`src/rtl/axis_pkt_rr_arbiter.sv`:
```
// Packet-aware 2:1 AXI-Stream arbiter with round-robin fairness and a registered output stage.
// Ownership is held from the first beat until the owner's tlast beat is accepted.
module axis_pkt_rr_arbiter #(
    parameter int DW    = 8,
    parameter int CNT_W = 16
) (
    input  logic             clk,
    input  logic             rst,
    input  logic [DW-1:0]    s1_tdata,
    input  logic             s1_tvalid,
    input  logic             s1_tlast,
    output logic             s1_tready,
    input  logic [DW-1:0]    s2_tdata,
    input  logic             s2_tvalid,
    input  logic             s2_tlast,
    output logic             s2_tready,
    output logic [DW-1:0]    m_tdata,
    output logic             m_tvalid,
    output logic             m_tlast,
    input  logic             m_tready,
    output logic [1:0]       grant,
    output logic [CNT_W-1:0] pkt_cnt_s1,
    output logic [CNT_W-1:0] pkt_cnt_s2
);

    typedef enum logic [1:0] {IDLE, OWN_S1, OWN_S2} state_t;

    state_t state, state_next;
    logic   last_owner_s2, last_owner_s2_next;
    logic   out_free;
    logic   s1_hs, s2_hs;

    localparam logic [CNT_W-1:0] CNT_ONE = {{(CNT_W-1){1'b0}}, 1'b1};

    assign out_free = !m_tvalid || m_tready;
    assign s1_hs    = s1_tvalid && s1_tready;
    assign s2_hs    = s2_tvalid && s2_tready;

    // State register; last_owner starts as s2 so s1 wins the first tie.
    always_ff @(posedge clk) begin
        if (rst) begin
            state         <= IDLE;
            last_owner_s2 <= 1'b1;
        end else begin
            state         <= state_next;
            last_owner_s2 <= last_owner_s2_next;
        end
    end

    always_comb begin
        state_next         = state;
        last_owner_s2_next = last_owner_s2;
        case (state)
            IDLE: begin
                if (s1_tvalid && (!s2_tvalid || last_owner_s2))
                    state_next = OWN_S1;
                else if (s2_tvalid)
                    state_next = OWN_S2;
            end
            OWN_S1: begin
                if (s1_hs && s1_tlast) begin
                    state_next         = IDLE;
                    last_owner_s2_next = 1'b0;
                end
            end
            OWN_S2: begin
                if (s2_hs && s2_tlast) begin
                    state_next         = IDLE;
                    last_owner_s2_next = 1'b1;
                end
            end
            default: state_next = IDLE;
        endcase
    end

    // Ready is suppressed during reset so an in-flight beat is not consumed.
    always_comb begin
        s1_tready = !rst && (state == OWN_S1) && out_free;
        s2_tready = !rst && (state == OWN_S2) && out_free;
        grant     = {state == OWN_S2, state == OWN_S1};
    end

    always_ff @(posedge clk) begin
        if (rst) begin
            m_tdata  <= '0;
            m_tvalid <= 1'b0;
            m_tlast  <= 1'b0;
        end else if (s1_hs) begin
            m_tdata  <= s1_tdata;
            m_tlast  <= s1_tlast;
            m_tvalid <= 1'b1;
        end else if (s2_hs) begin
            m_tdata  <= s2_tdata;
            m_tlast  <= s2_tlast;
            m_tvalid <= 1'b1;
        end else if (m_tready) begin
            m_tvalid <= 1'b0;
            m_tlast  <= 1'b0;
        end
    end

    // Packets are counted at the source-side tlast handshake, not at the master side.
    always_ff @(posedge clk) begin
        if (rst) begin
            pkt_cnt_s1 <= '0;
            pkt_cnt_s2 <= '0;
        end else begin
            if (s1_hs && s1_tlast)
                pkt_cnt_s1 <= pkt_cnt_s1 + CNT_ONE;
            if (s2_hs && s2_tlast)
                pkt_cnt_s2 <= pkt_cnt_s2 + CNT_ONE;
        end
    end

endmodule

```
`config.mk`:
```
export PLATFORM = sky130hd
export DESIGN_NAME = axis_pkt_rr_arbiter
export DESIGN_NICKNAME = d
export VERILOG_FILES = /design/src/rtl/axis_pkt_rr_arbiter.sv
export SDC_FILE = /design/constraint.sdc
export NUM_CORES = 1
export LEC_CHECK = 0
export BUFFER_PORTS_ARGS = -buffer_cell sky130_fd_sc_hd__buf_2
export CORE_ASPECT_RATIO = 1.4
export CORE_MARGIN = 3
export CORE_UTILIZATION = 50
export CTS_BUF_LIST = sky130_fd_sc_hd__clkbuf_16
export DETAILED_ROUTE_END_ITERATION = 10
export PLACE_DENSITY = 0.79
export SLEW_MARGIN = 20
export SYNTH_ARGS = -nofsm -noshare
export SYNTH_HDL_FRONTEND = slang
export SYNTH_SLANG_ARGS = --single-unit
```
`constraint.sdc`:
```
create_clock -name clk -period 2.5 [get_ports clk]
set_input_delay 0.75 -clock clk [delete_from_list [all_inputs] [get_ports clk]]
set_output_delay 0.75 -clock clk [all_outputs]
set_load 0.01 [all_outputs]
```
==> flow_metrics.py <==
metrics = {
    "status": {
        "status": "completed",
    },
    "finish": {
        "final_cells": 362,
        "n_antenna_cell": 0,
        "n_fill_cell": 364,
        "fin_nets": 343,
        "drive_above_1_share": 0.282,
        "area_delta_synth_final_pct": 27.6,
    },
    "synth": {
        "synth_cell_types": 38,
        "syn-cell-area_mm2": 0.00212,
        "synth_area_leaders": "dfxtp_1, nand2_1, a21oi_1",
        "synthArstFlopShare": 0,
        "synth_cells": 251,
        "yosysMostFrequentCell": "dfxtp_1",
        "synth_area_per_cell_um2": 8.45,
        "yosys.area.top_type_share": 0.425,
        "synth-seq-area-share": 0.425,
        "yosys_warnings": 0,
        "synth_nets": 276,
        "synth_commonest_cells": "dfxtp_1, nand2_1, a21oi_1",
        "yosys_most_used_dff": "dfxtp_1",
        "yosys.area.top_type": "dfxtp_1",
        "ys_ff_latch": 45,
        "synth_edf_count": 0,
    },
    "power_and_ir_drop": {
        "power_leakage_nw": 1.12,
        "finalPower_mw": 1.68,
        "power_density_mw_per_mm2": 621,
        "peakVddDrop_mv": 0.430,
    },
    "sta": {
        "worst_pin_slew_ps": 442,
        "whs_ps": 464,
        "fmax_ghz": 0.447,
        "fin_ws_ps": 261,
        "rsz0062_at_grt": "false",
        "fin_skew_ps": 4.40,
        "relSlewSlack": 0.705,
        "drv_slew": 0,
        "setup_violations": 0,
        "period_share": 0.895,
        "timing_hold_violations_final": 0,
        "min_period_ps": 2240,
        "finalSetupTns_ps": 0,
    },
    "floorplanning": {
        "initial_core_util": 0.528,
        "io_pins": 69,
        "rows": 27,
        "core-area_mm2": 0.00402,
        "die_area_mm2": 0.00507,
        "dieWidth_um": 61.0,
        "die_y_um": 83.1,
    },
    "flow_run": {
        "maxCapViolCount": 0,
    },
    "clocking": {
        "clock_sinks": 45,
        "post_cts_buffers": 0,
        "clock_path_buffers": 2,
        "cts_buffers": 5,
        "clkTransAtPathRegs_ps": 60,
        "cts_tree": "yes",
        "holdBufCountCts": 0,
        "cts_resized": 0,
        "htree_levels": 2,
        "cts-root-buf": "clkbuf_16",
        "worst_skew_pair.late_latency_ps": 280,
    },
    "global_route": {
        "use_met2": 0.351,
        "grt_max_degree": 30,
        "grt_overflow": 0,
        "grt_usage": 0.218,
        "busiest_layer": "met2",
        "antenna_found_initial": 0,
        "first_global_vias": 1929,
        "grt_pass1_wl_um": 8780,
        "grt_util_met1": 0.269,
        "met3_usage": 0.0622,
    },
    "worst_setup_path": {
        "max_stage_delay_ps": 360,
        "worstReg2RegStart": "m_tvalid$_SDFFE_PP0P_",
        "critPathKind": "input pin to output port",
        "path_common_cell": "buf_2",
        "setup.worst_path.start_class": "input pin",
        "r2r_end": "pkt_cnt_s2[15]$_SDFFE_PP0P_",
        "crit_arrival_ps": 1490,
        "r2r_cells": 5,
        "ff2ff_setup_slack_ps": 590,
        "crit_chain": "buf_2, nor2b_1, nor3b_1, buf_2",
        "slowest_stage": "nor2b_1",
        "end_kind": "output port",
        "path_max_fanout": 8,
        "cp.required_ps": 1750,
    },
    "routing": {
        "drtAntennaViolNets": 0,
        "wl_um": 5190,
        "routedWlPerCell_um": 14.3,
        "drc": 0,
        "viasPerCell": 5.93,
        "vias": 2147,
        "drtIter0Drc": 113,
        "drt_pass1_iterations": 4,
    },
    "placed_design": {
        "numPlacedInstances": 354,
        "gp_congestion": 0.765,
        "pre_cts_ws_ps": 139,
        "place_hpwl_um": 3680,
        "port_buffers": 68,
    },
    "min_path": {
        "hp-start": "last_owner_s2$_SDFFE_PP1P_",
        "hold_path.class": "flip-flop to flip-flop",
        "min_path_cells": 2,
        "min_to": "last_owner_s2$_SDFFE_PP1P_",
    },
}
cell type report:
cell class              instances  area [µm²]  area share
clock inverters                 3        65.1      0.0240
multi-input cells             181        1110       0.411
clock buffers                   5         125      0.0462
repair buffers                 77         420       0.155
inverters                       8        30.0      0.0111
well taps                      43        53.8      0.0199
flip-flops and latches         45         901       0.333
worst max-delay path: cells and delay by family:
kind / cells / cell delay (ps)
and+or+nand+nor: 2 / 460
buffers and inverters: 2 / 270
registers in the layout, indices dropped and copies added (netlist names):
register	cells
m_tvalid	1
last_owner_s2	1
pkt_cnt_s1	16
m_tlast	1
pkt_cnt_s2	16
m_tdata	8
state	2
cell usage in the layout, fill, tap and decap left out, types with 2 or more instances in the layout:
cell type	netlist	layout
a21oi_1	22	22
a311oi_1	8	8
and3_1	3	3
and4_1	3	3
buf_2	3	68
buf_4	1	8
bufinv_16	0	2
clkbuf_16	0	5
dfxtp_1	45	45
ha_1	2	2
inv_1	8	8
mux2_2	2	2
mux2i_1	3	3
nand2_1	30	30
nand3_1	13	13
nand4_1	5	5
nand4b_1	2	2
nor2_1	17	17
nor2b_1	2	2
nor3_1	5	5
nor3b_1	2	2
nor4b_1	2	2
o21ai_0	7	7
o311ai_0	3	3
o31ai_1	13	13
o41ai_1	4	4
or3_1	6	6
or4_1	14	14
xnor2_1	5	5
routing by layer:
layer  share of wire  vias to the layer above
li1                -                     1075
met1            0.41                     1013
met2            0.52                       53
met3           0.051                        6
met4           0.014                        0
met5               0                        -
kinds of logic after synthesis:
family,synth area share
multiplexers,0.0248
AND/OR/NAND/NOR,0.283
flip-flops,0.425
AO/OA/AOI/OAI,0.183
adder cells (fa/ha/maj),0.0118
XOR/XNOR,0.0206
buffers and inverters,0.0513
report_power, final:
group          total (mW)  switching, mW  internal [mW]
sequential          0.739        0.00993          0.730
clock               0.839          0.268          0.570
combinational       0.103         0.0561         0.0468
per-stage QoR:
| stage | cell area (µm²) | utilization |
|---|---|---|
| 6_report | 2710 | 0.673 |
| 3_5_place_dp | 2520 | 0.626 |
| 2_1_floorplan | 2120 | - |
| 3_3_place_gp | 2520 | 0.626 |
| 4_1_cts | 2710 | 0.673 |
| 5_1_grt | 2710 | 0.673 |
worst max path at each step:
stage                        start                     endpoint  slack (ps)
after global placement    m_tready  pkt_cnt_s2[15]$_SDFFE_PP0P_         180
final                     m_tready                    s2_tready         260
after CTS                 m_tready                    s2_tready         250
after detailed placement  m_tready  pkt_cnt_s2[15]$_SDFFE_PP0P_         140
after floorplan                rst                    s1_tready         270
after global routing      m_tready                    s1_tready         200
Note: power is estimated with default switching activity, not from simulation.
